File: config.mk
export PLATFORM = sky130hd
export DESIGN_NAME = fios_res_collector
export DESIGN_NICKNAME = d
export VERILOG_FILES = /design/src/rtl/fios_res_collector.sv
export SDC_FILE = /design/constraint.sdc
export NUM_CORES = 1
export LEC_CHECK = 0
export BUFFER_PORTS_ARGS = -buffer_cell sky130_fd_sc_hd__buf_2
export CAP_MARGIN = 40
export CORE_ASPECT_RATIO = 0.9
export CORE_UTILIZATION = 50
export DETAILED_ROUTE_END_ITERATION = 10
export PLACE_DENSITY = 0.71
export SLEW_MARGIN = 20
export SYNTH_ARGS = -nofsm -noshare
export SYNTH_HDL_FRONTEND = slang
export SYNTH_SLANG_ARGS = --single-unit
File: constraint.sdc
create_clock -name clock_i -period 6.47 [get_ports clock_i]
set_input_delay 1.941 -clock clock_i [delete_from_list [all_inputs] [get_ports clock_i]]
set_output_delay 1.941 -clock clock_i [all_outputs]
set_load 0.05 [all_outputs]
File: src/rtl/fios_res_collector.sv
// Purpose : collects the FIOS multiplier's word-serial RES stream (LS word first) and applies
//           the final Montgomery conditional subtraction word-serially as the words arrive.
// Latency : first word sampled LATENCY cycles after start_i; valid_o rises the cycle after the last word.
// Backpres: result_o/valid_o held in HOLD until ready_i; start_i outside IDLE is dropped and pulses err_o.
// Ports   : clock_i/reset_i (sync, active-high), start_i, res_i[16:0], p_i[s*17-1:0], ready_i,
//           result_o[s*17-1:0], valid_o, busy_o (state != IDLE), err_o (ignored-start pulse).
module fios_res_collector #(
    parameter int s          = 8,
    parameter int LATENCY    = 4,
    parameter int RES_STRIDE = 1
) (
    input  logic              clock_i,
    input  logic              reset_i,
    input  logic              start_i,
    input  logic [16:0]       res_i,
    input  logic [s*17-1:0]   p_i,
    input  logic              ready_i,
    output logic [s*17-1:0]   result_o,
    output logic              valid_o,
    output logic              busy_o,
    output logic              err_o
);

    localparam int W     = s * 17;
    localparam int LAT_W = (LATENCY > 1) ? $clog2(LATENCY) : 1;
    localparam int STR_W = (RES_STRIDE > 1) ? $clog2(RES_STRIDE) : 1;
    localparam int WC_W  = (s > 1) ? $clog2(s) : 1;
    localparam logic [WC_W-1:0] LAST_WORD = WC_W'(s - 1);

    typedef enum logic [1:0] {IDLE, WAIT, COLLECT, HOLD} state_t;

    state_t            state;
    logic [LAT_W-1:0]  lat_cnt;
    logic [STR_W-1:0]  str_cnt;
    logic [WC_W-1:0]   word_cnt;
    logic              borrow;
    logic [W-1:0]      raw_buf;
    logic [W-1:0]      diff_buf;

    // Current word's subtraction and the buffers as they will look once it is written.
    logic [16:0]  p_word;
    logic [17:0]  sub;
    logic         borrow_out;
    logic [W-1:0] raw_nxt;
    logic [W-1:0] diff_nxt;

    always_comb begin
        p_word   = p_i[int'(word_cnt)*17 +: 17];
        // Extra MSB catches the borrow: the magnitude never exceeds 2^17, so bit 17 set means negative.
        sub      = {1'b0, res_i} - {1'b0, p_word} - {17'b0, borrow};
        borrow_out = sub[17];
        raw_nxt  = raw_buf;
        diff_nxt = diff_buf;
        raw_nxt[int'(word_cnt)*17 +: 17]  = res_i;
        diff_nxt[int'(word_cnt)*17 +: 17] = sub[16:0];
    end

    always_ff @(posedge clock_i) begin
        if (reset_i) begin
            state    <= IDLE;
            lat_cnt  <= '0;
            str_cnt  <= '0;
            word_cnt <= '0;
            borrow   <= 1'b0;
            raw_buf  <= '0;
            diff_buf <= '0;
            result_o <= '0;
            valid_o  <= 1'b0;
            busy_o   <= 1'b0;
            err_o    <= 1'b0;
        end else begin
            err_o <= 1'b0;
            case (state)
                IDLE: begin
                    if (start_i) begin
                        word_cnt <= '0;
                        str_cnt  <= '0;
                        borrow   <= 1'b0;
                        busy_o   <= 1'b1;
                        lat_cnt  <= LAT_W'(LATENCY - 1);
                        // With LATENCY=1 the first word arrives the very next cycle.
                        state    <= (LATENCY == 1) ? COLLECT : WAIT;
                    end
                end
                WAIT: begin
                    if (start_i) err_o <= 1'b1;
                    lat_cnt <= lat_cnt - 1'b1;
                    // Leave one cycle early so COLLECT is active on cycle LATENCY itself.
                    if (lat_cnt == LAT_W'(1)) state <= COLLECT;
                end
                COLLECT: begin
                    if (start_i) err_o <= 1'b1;
                    if (str_cnt == '0) begin
                        raw_buf  <= raw_nxt;
                        diff_buf <= diff_nxt;
                        borrow   <= borrow_out;
                        str_cnt  <= STR_W'(RES_STRIDE - 1);
                        if (word_cnt == LAST_WORD) begin
                            // Final borrow clear means result >= p, so the difference is the answer.
                            result_o <= borrow_out ? raw_nxt : diff_nxt;
                            valid_o  <= 1'b1;
                            state    <= HOLD;
                        end else begin
                            word_cnt <= word_cnt + 1'b1;
                        end
                    end else begin
                        str_cnt <= str_cnt - 1'b1;
                    end
                end
                HOLD: begin
                    if (start_i) err_o <= 1'b1;
                    if (ready_i) begin
                        valid_o <= 1'b0;
                        busy_o  <= 1'b0;
                        state   <= IDLE;
                    end
                end
                default: begin
                    state  <= IDLE;
                    busy_o <= 1'b0;
                end
            endcase
        end
    end

endmodule

### After elaboration in Yosys (flattened, before gate mapping)

Index checks and enable logic that the tools add are counted.
Widths: inputs -> output; s select.

| storage, ports and cells | value |
|---|---|
| bits of input ports | 157 |
| register bits | 420 |

| cells by class | value |
|---|---|
| $add $sub $neg | 6 |
| multipliers | 1 |
| muxes and demuxes | 27 |
| eq/ne operators | 11 |
| bitwise operators | 2 |
| reduce and logical (&&, ||, !) cells | 16 |
| shift operators | 4 |

Operators by type and width:

| operator | count |
|---|---|
| $bwmux 136 | 2 |
| $shiftx 17x33->136 | 2 |
| $mux 136 | 1 |
| $shift 17x33->136 const A | 1 |
| $shiftx 136x32->17 | 1 |
| $neg 8->33 | 1 |
| $sub 17x17->18 | 1 |
| $sub 18x1->18 | 1 |
| $mux 2 | 6 |
| $ne 2x2->1 const B | 6 |
| $mux 3 | 3 |
| $reduce_and 3->1 | 3 |
| $mul 3x5->8 const B | 1 |
| $mux 1 | 8 |
| $pmux 1 s2 | 4 |
| $pmux 2 s4 | 1 |
| $reduce_and 4->1 | 2 |
| $reduce_bool 2->1 | 4 |
| $pmux 3 s2 | 1 |
| $reduce_and 2->1 | 3 |
| $reduce_and 5->1 | 1 |
| $eq 2x1->1 const B | 2 |
| $eq 2x2->1 const B | 2 |
| $pmux 2 s2 | 1 |
| other kinds (8) | 9 |

### Depth between registers and ports, before layout

Gate-level depths: netlist of the first run.

| depth | value |
|---|---|
| depth after elaboration | 7 |
| depth in mapped cells | 18 |
| depth with buffers taken out | 14 |

### Least setup slack after synthesis of the first run

OpenSTA, ideal clock, no wires.

| path | value |
|---|---|
| path type | input to register |
| start point | in p_i[119] |
| end point | reg result_o[12] |
| arrival time | 5757 ps |
| library setup time | 117 ps |
| stages on the path | 13 |
| slack | 596 ps |
| data required time | 6353 ps |
| cell sequence | mux4_2 -> mux2i_1 -> fa_1 -> ha_1 -> or2_2 -> fa_1 -> nand2b_1 -> a31o_2 -> a31oi_2 -> a22o_1 -> nor2_1 -> mux4_2 -> a22o_1 |

| on the way | value |
|---|---|
| longest elaborated chain between the ends | 6 |

Ends and longest elaborated chain:

| item | line | text |
|---|---|---|
| start, declared | 16 | `input logic [s*17-1:0] p_i,` |
| $shiftx 136x32->17 (*) | 48 | `p_word = p_i[int'(word_cnt)*17 +: 17];` |
| $sub 17x17->18 (*) | 50 | `sub = {1'b0, res_i} - {1'b0, p_word} - {17'b0, borrow};` |
| $sub 18x1->18 (*) | 50 |  |
| $shiftx 17x33->136 | 55 | `diff_nxt[int'(word_cnt)*17 +: 17] = sub[16:0];` |
| $bwmux 136 | 55 |  |
| $mux 136 (*) | 100 | `result_o <= borrow_out ? raw_nxt : diff_nxt;` |
| end signal, assigned | 100 |  |
| end, declared | 18 | `output logic [s*17-1:0] result_o,` |

Mark *: on every way between the ends. The rest lies on a longest branch, timed or not.
A chain may end at the register's enable or synchronous reset.

### Worst setup path in the final report of the first run

| path | value |
|---|---|
| start point | in p_i[119] |
| end point | reg result_o[44] |

Same word-level chain as after synthesis.

==> results of run 1 <==
==> report_power, final <==
group / total [W] / leakage (nW) / switching [W] / internal [W]
Combinational: 0.00326 / 4.99 / 0.00211 / 0.00115
Clock: 0.00245 / 0.664 / 0.00105 / 0.00140
Sequential: 0.00297 / 3.38 / 0.000136 / 0.00283
==> layout by cell type (no fill, tap or decap), types with 5 or more instances in the layout <==
cell,synthesis,routed
sky130_fd_sc_hd__o21ai_1,31,31
sky130_fd_sc_hd__clkbuf_8,0,8
sky130_fd_sc_hd__mux2_2,16,16
sky130_fd_sc_hd__buf_4,1,53
sky130_fd_sc_hd__nand3_1,32,32
sky130_fd_sc_hd__a22o_1,51,51
sky130_fd_sc_hd__clkbuf_1,197,13
sky130_fd_sc_hd__a221oi_1,16,16
sky130_fd_sc_hd__clkbuf_16,0,45
sky130_fd_sc_hd__a221o_1,5,5
sky130_fd_sc_hd__nor2_1,390,387
sky130_fd_sc_hd__mux2i_1,6,6
sky130_fd_sc_hd__a31oi_1,21,21
sky130_fd_sc_hd__or2_2,7,7
sky130_fd_sc_hd__xnor2_1,9,8
sky130_fd_sc_hd__and2_1,27,26
sky130_fd_sc_hd__inv_1,61,61
sky130_fd_sc_hd__a32o_1,59,59
sky130_fd_sc_hd__a32oi_1,12,12
sky130_fd_sc_hd__ha_1,43,42
sky130_fd_sc_hd__a21o_1,7,7
sky130_fd_sc_hd__o211ai_1,58,58
sky130_fd_sc_hd__o21ai_0,39,39
sky130_fd_sc_hd__mux4_2,61,61
sky130_fd_sc_hd__buf_12,0,7
sky130_fd_sc_hd__nor3_1,27,25
sky130_fd_sc_hd__a211oi_1,84,84
sky130_fd_sc_hd__nand2b_1,7,7
sky130_fd_sc_hd__dfxtp_1,419,418
sky130_fd_sc_hd__a21oi_1,289,288
sky130_fd_sc_hd__xor2_1,6,6
sky130_fd_sc_hd__nand2_1,412,411
sky130_fd_sc_hd__nand4_1,5,5
sky130_fd_sc_hd__o311ai_0,17,17
sky130_fd_sc_hd__a211o_1,5,5
sky130_fd_sc_hd__a22oi_1,23,23
sky130_fd_sc_hd__buf_2,21,295
sky130_fd_sc_hd__nor4_1,6,6
sky130_fd_sc_hd__buf_8,0,5
==> logic make-up (layout without fill, tap and decap cells) <==
logic type | Yosys count | in the layout | share of synthesized area (%)
simple gates | 933 | 933 | 18.3
compound gates | 742 | 742 | 24.0
flops | 419 | 419 | 40.6
buf+inv | 292 | 503 | 5.56
mux | 86 | 86 | 8.13
fa+ha+maj | 45 | 45 | 2.80
xor+xnor | 15 | 15 | 0.635
==> per-stage QoR <==
step	utilization, %	power [W]	cells	hold WS, ns	cell area (µm²)
2_1_floorplan	-	0.00517	2532	0.432	20700
3_3_place_gp	55.2	0.00607	3195	0.437	22500
3_5_place_dp	55.7	0.00619	3206	0.445	22700
4_1_cts	59.1	0.00861	3281	0.453	24100
5_1_grt	59.1	0.00910	3283	0.470	24100
6_report	59.1	0.00868	3283	0.455	24100
==> flip-flops by register name (all words and copies together) (netlist names) <==
signal	flops
err_o	1
lat_cnt	2
valid_o	1
state	2
busy_o	1
result_o	136
borrow	1
diff_buf	136
word_cnt	3
raw_buf	136
==> worst register-to-register path, stage by stage, from the launching register on <==
cell and delay, ns:
sky130_fd_sc_hd__dfxtp_2 0.60, sky130_fd_sc_hd__buf_4 0.54, sky130_fd_sc_hd__mux4_2 0.58, sky130_fd_sc_hd__mux2_2 0.28
sky130_fd_sc_hd__ha_1 0.28, sky130_fd_sc_hd__inv_1 0.04, sky130_fd_sc_hd__ha_1 0.49, sky130_fd_sc_hd__nand2_1 0.11
sky130_fd_sc_hd__o21ai_1 0.28, sky130_fd_sc_hd__a22o_1 0.33, sky130_fd_sc_hd__mux2i_2 0.41, sky130_fd_sc_hd__and2_2 0.45
sky130_fd_sc_hd__buf_12 0.29, sky130_fd_sc_hd__buf_12 0.21, sky130_fd_sc_hd__nand3_1 0.12, sky130_fd_sc_hd__a32o_1 0.26
==> worst paths after layout <==
path	endpoint	start
worst max register to register	result_o[24]	word_cnt[0]
worst min-delay path	raw_buf[8]	raw_buf[8]
worst min register to register	raw_buf[8]	raw_buf[8]
worst max-delay path	result_o[44]	p_i[119]
==> per-layer routing <==
layer	up-vias	wire, µm	share of wire, %	global-route usage [%]
met5	-	0	0	0
met1	9819	29500	41	46.2
met3	173	7690	11	7.17
met2	1129	31800	44	51.6
li1	9373	-	-	-
met4	0	2820	3.9	13.4
==> final cells by class <==
cell class / count / area [µm²]
clock buffers: 65 / 1270
clock inverters: 10 / 91.3
fillers: 3626 / 16700
inverters: 62 / 233
multi-input cells: 1821 / 11200
flip-flops and latches: 419 / 8390
well taps: 540 / 676
repair buffers: 366 / 2200
==> impl_metrics.csv, run 1 <==
group,metric,value,unit
status,result_of_the_run,"completed",
setup_path,cp_slowest_stage_delay,0.55,ns
cts,tritoncts,"done",
global_route,grt_use_total,33.7,%
sta,grt_setup_unrepaired,"false",
cts,post-cts-setup-buffers,0,
pwr,vdd.ir_drop.worst,0.220,mV
detailed_routing,dr_total_vias,20500,
sta,timing.final.ws_setup,0.619,ns
die,initial_core_util,50.8,%
cts,tritoncts.num_buffers,44,
die,die_width,216,µm
detailed_routing,wl_per_cell,21.9,µm
logic_synthesis,ys_seq_area_share,40.6,%
setup_path,family_with_the_most_delay_on_the_worst_path,"multiplexers",
die,placementRows,70,
die,dieArea,42200,µm²
sta,clock.fmax,0.171,GHz
global_route,grt_overflow_total,0,
global_route,via_count_of_the_first_global_routing_pass,19200,
min_path,timing.hold.worst_path_depth,2,
placed_design,post_detail_place_hpwl,48000,µm
sta,final_min_period_over_clock_period,90.4,%
setup_path,cp.arrival,6.31,ns
cts,cts_resized,0,
detailed_routing,post-route-drc-count,0,
cts,postCtsHoldBufs,0,
logic_synthesis,ys.flop_type,"sky130_fd_sc_hd__dfxtp_1",
logic_synthesis,synth-warning-count,0,
setup_path,path_common_cell,"sky130_fd_sc_hd__fa_1",
pwr,cellPowerDensity,361,nW/µm²
die,ios,296,
logic_synthesis,synthArstFlopShare,0,%
setup_path,timing.reg2reg.setup_slack,1.07,ns
die,die_height,195,µm
finish,area_growth,16.4,%
placed_design,place_ws,0.0906,ns
sta,timing_max_transition_violations_final,0,
logic_synthesis,synth-edff-count,0,
sta,hold_viol,0,
setup_path,worst_setup_path_start_kind,"input port",
logic_synthesis,post-synth-top-area-cell,"sky130_fd_sc_hd__dfxtp_1",
placed_design,gp_routability_congestion,0.950,
logic_synthesis,yosys-top-cells-count,"sky130_fd_sc_hd__dfxtp_1 (419), sky130_fd_sc_hd__nand2_1 (412), sky130_fd_sc_hd__nor2_1 (390)",
global_route,grt_start_max_net_pins,109,
setup_path,timing.critical_path.to_type,"flip-flop",
finish,n_antenna_cell,0,
finish,post_route_cells_drive_above_1_share,19.4,%
sta,worst_clock_skew,0.0282,ns
logic_synthesis,synth_nets,2734,
detailed_routing,avgViaCountPerCell,6.24,
setup_path,critical_path.n_buffers_inverters,1,
logic_synthesis,synth_most_common_cell,"sky130_fd_sc_hd__dfxtp_1",
logic_synthesis,syn-mean-instance-area,8.17,µm²
flow_run,maxCapViolCount,0,
cts,cts.htree.levels,2,
sta,period_minus_slack,5.85,ns
logic_synthesis,postSynthRegisterBits,419,
setup_path,cp.depth,14,
sta,setup_viol_count_final,0,
sta,totalNegativeSetupSlack,0,ns
min_path,hold_class,"flip-flop to flip-flop",
cts,clock_path_buffers,3,
placed_design,numPortBuffers,295,
finish,finalNetCount,2916,
detailed_routing,wl,71800,µm
setup_path,required,6.93,ns
setup_path,reg2reg_depth,15,
setup_path,crit_chain,"buf_2 -> mux4_2 -> mux2i_1 -> fa_1 -> ha_1 -> or2_2 -> fa_1 -> nand2b_1 -> a2111oi_0 -> nor3_1 -> o221ai_1 -> nor2_1 -> mux4_1 -> a22o_1",
cts,clock_insertion_delay_worst_skew,0.57,ns
die,standard_cell_core_area,40700,µm²
cts,clock-root-buffer,"sky130_fd_sc_hd__clkbuf_16",
setup_path,cp_slowest_cell,"sky130_fd_sc_hd__a2111oi_0",
global_route,number_of_antenna_violations_at_the_first_check_in_global_routing,1,
sta,worst_pin_slew,0.886,ns
logic_synthesis,mappedNetlistArea,20700,µm²
global_route,wire_length_of_the_first_global_routing_pass,111000,µm
sta,max-slew-margin-rel,40.7,%
logic_synthesis,netlist_instances,2532,
pwr,p_leak,9.04,nW
cts,cts_clk_pin_slew_worst_paths,0.06,ns
detailed_routing,drtIter0Drc,2426,
cts,clock-sinks,419,
logic_synthesis,post-synth-top-area-fraction,40.6,%
logic_synthesis,netlist-cell-type-count,67,
setup_path,timing.setup.critical_path_class,"input port to flip-flop",
logic_synthesis,synth.top_cells.by_area,"sky130_fd_sc_hd__dfxtp_1 (41%), sky130_fd_sc_hd__nand2_1 (7.5%), sky130_fd_sc_hd__nor2_1 (7.1%), sky130_fd_sc_hd__a21oi_1 (7.0%), sky130_fd_sc_hd__mux4_2 (6.6%)",
detailed_routing,detail_route.first_pass.iterations,6,
setup_path,crit_fanout,4,
detailed_routing,ant_nets,0,
Note: power is estimated with default switching activity, not from simulation.
==> inputs of run 2 (changes only) <==
==> constraint.sdc (replaced) <==
create_clock -name clock_i -period 6.47 [get_ports clock_i]
set_input_delay 1.6175 -clock clock_i [delete_from_list [all_inputs] [get_ports clock_i]]
set_output_delay 1.6175 -clock clock_i [all_outputs]
set_load 0.05 [all_outputs]
==> impl_metrics.csv, run 2 (same netlist as run 1, synthesis figures left out) <==
group,metric,value,unit
sta,setup_viol_count_final,0,
status,result_of_the_run,"completed",
finish,final_util,59.3,%
min_path,timing.hold.worst.start,"diff_buf[15]",
detailed_routing,wl_per_cell,22.1,µm
setup_path,timing.critical_path.to_type,"flip-flop",
finish,area_growth,16.8,%
setup_path,required,6.92,ns
setup_path,timing.setup.critical_path_class,"input port to flip-flop",
cts,clock_path_buffers,3,
pwr,p_leak,9.06,nW
die,initial_core_util,50.8,%
sta,hold_viol,0,
placed_design,post_detail_place_hpwl,48000,µm
cts,clock_insertion_delay_worst_skew,0.56,ns
placed_design,placement.cell_area,22600,µm²
pwr,comb_power_share,37.0,%
placed_design,numPortBuffers,295,
setup_path,worst_setup_path_start_kind,"input port",
pwr,p_seq_share,33.9,%
detailed_routing,detail_route.first_pass.iterations,5,
cts,clock-root-buffer,"sky130_fd_sc_hd__clkbuf_16",
global_route,via_count_of_the_first_global_routing_pass,19200,
cts,tritoncts.num_buffers,44,
finish,layout_common_cells,"sky130_fd_sc_hd__dfxtp_1 (418), sky130_fd_sc_hd__nand2_1 (411), sky130_fd_sc_hd__nor2_1 (387)",
sta,grt_setup_unrepaired,"false",
sta,timing_max_transition_violations_final,0,
pwr,vdd.ir_drop.worst,0.201,mV
sta,totalNegativeSetupSlack,0,ns
cts,cts.htree.levels,2,
sta,max-slew-margin-rel,38.9,%
die,die_height,195,µm
finish,finalNetCount,2913,
finish,multi_input_combinational_cell_area,11200,µm²
sta,worst_pin_slew,0.914,ns
flow_run,maxCapViolCount,0,
setup_path,reg2reg_depth,14,
pwr,swShare,37.6,%
cts,cts_clk_pin_slew_worst_paths,0.06,ns
min_path,hold_class,"flip-flop to flip-flop",
die,standard_cell_core_area,40700,µm²
pwr,cellPowerDensity,364,nW/µm²
global_route,number_of_antenna_violations_at_the_first_check_in_global_routing,4,
placed_design,place_ws,0.378,ns
setup_path,crit_fanout,4,
setup_path,cp.arrival,6.00,ns
sta,period_minus_slack,5.55,ns
detailed_routing,dr_total_vias,20400,
global_route,grt_use_total,33.6,%
detailed_routing,wl,72500,µm
finish,post_route_cells_drive_above_1_share,19.3,%
die,dieArea,42200,µm²
cts,post-cts-setup-buffers,0,
sta,worst_clock_skew,0.0119,ns
placed_design,gp_routability_congestion,0.930,
placed_design,placed_cells,3200,
global_route,grt_start_max_net_pins,118,
die,ios,296,
detailed_routing,ant_nets,0,
setup_path,reg2reg_from,"word_cnt[0]",
finish,reg.largest.list,"diff_buf (136), raw_buf (136), result_o (136)",
pwr,p_sw,0.00330,W
detailed_routing,post-route-drc-count,0,
sta,timing.final.ws_setup,0.920,ns
pwr,power_frac_clock,29.1,%
finish,final_cell_area,24100,µm²
global_route,wire_length_of_the_first_global_routing_pass,111000,µm
detailed_routing,avgViaCountPerCell,6.23,
finish,instances_no_fill,3276,
die,die_width,216,µm
pwr,internal-power,0.00549,W
cts,tritoncts,"done",
sta,clock.fmax,0.180,GHz
detailed_routing,drtIter0Drc,2446,
cts,postCtsHoldBufs,0,
global_route,grt_overflow_total,0,
cts,cts_resized,0,
die,placementRows,70,
finish,layout.cells.most_common,"sky130_fd_sc_hd__dfxtp_1",
sta,final_min_period_over_clock_period,85.8,%
finish,final-seq-area,8390,µm²
finish,fillCellCount,3602,
setup_path,critical_path_startpoint,"p_i[119]",
min_path,timing.hold.worst_path_depth,2,
cts,clock-sinks,419,
==> run 2: worst paths after layout <==
kind	endpoint	slack (ns)
max	result_o[44]	0.92
min	diff_buf[15]	0.45
max reg2reg	result_o[110]	1.13
min reg2reg	diff_buf[15]	0.45
==> run 2: power groups by stage <==
stage,clock (W),combinational (W),sequential [W]
2_1_floorplan,0,0.00218,0.00300
3_3_place_gp,0,0.00303,0.00301
3_5_place_dp,0,0.00313,0.00303
4_1_cts,0.00256,0.00315,0.00298
5_1_grt,0.00266,0.00350,0.00301
6_report,0.00255,0.00325,0.00298
==> run 2: final cells by class <==
| class | instances | area share [%] |
|---|---|---|
| inverters | 62 | 0.964 |
| flip-flops and latches | 419 | 34.7 |
| clock inverters | 8 | 0.606 |
| diodes | 1 | 0.0104 |
| well taps | 540 | 2.80 |
| multi-input cells | 1821 | 46.4 |
| repair buffers | 363 | 9.22 |
| clock buffers | 62 | 5.22 |
==> run 2: metal layers <==
| metal | wire, µm | up-vias | track usage, % |
|---|---|---|---|
| met3 | 7940 | 193 | 8.28 |
| met4 | 3050 | 0 | 14.4 |
| li1 | - | 9361 | - |
| met2 | 31900 | 1119 | 51.4 |
| met1 | 29600 | 9749 | 45.1 |
| met5 | 0 | - | 0 |
==> run 2: through the flow <==
stage | hold WS, ns | power [W]
after global routing | 0.469 | 0.00918
final | 0.451 | 0.00879
after global placement | 0.437 | 0.00605
after floorplan | 0.432 | 0.00517
after CTS | 0.451 | 0.00869
after detailed placement | 0.442 | 0.00616
==> run 2: worst max-delay path, cell delays in order <==
cell and delay [ns]:
sky130_fd_sc_hd__buf_2 0.11, sky130_fd_sc_hd__mux4_2 0.45, sky130_fd_sc_hd__mux2i_1 0.21, sky130_fd_sc_hd__fa_1 0.48, sky130_fd_sc_hd__ha_1 0.23, sky130_fd_sc_hd__or2_2 0.32, sky130_fd_sc_hd__fa_1 0.46, sky130_fd_sc_hd__nand2b_1 0.21
sky130_fd_sc_hd__a2111oi_0 0.55, sky130_fd_sc_hd__nor3_1 0.16, sky130_fd_sc_hd__o221ai_1 0.36, sky130_fd_sc_hd__nor2_1 0.15, sky130_fd_sc_hd__mux4_1 0.51, sky130_fd_sc_hd__a22o_1 0.18
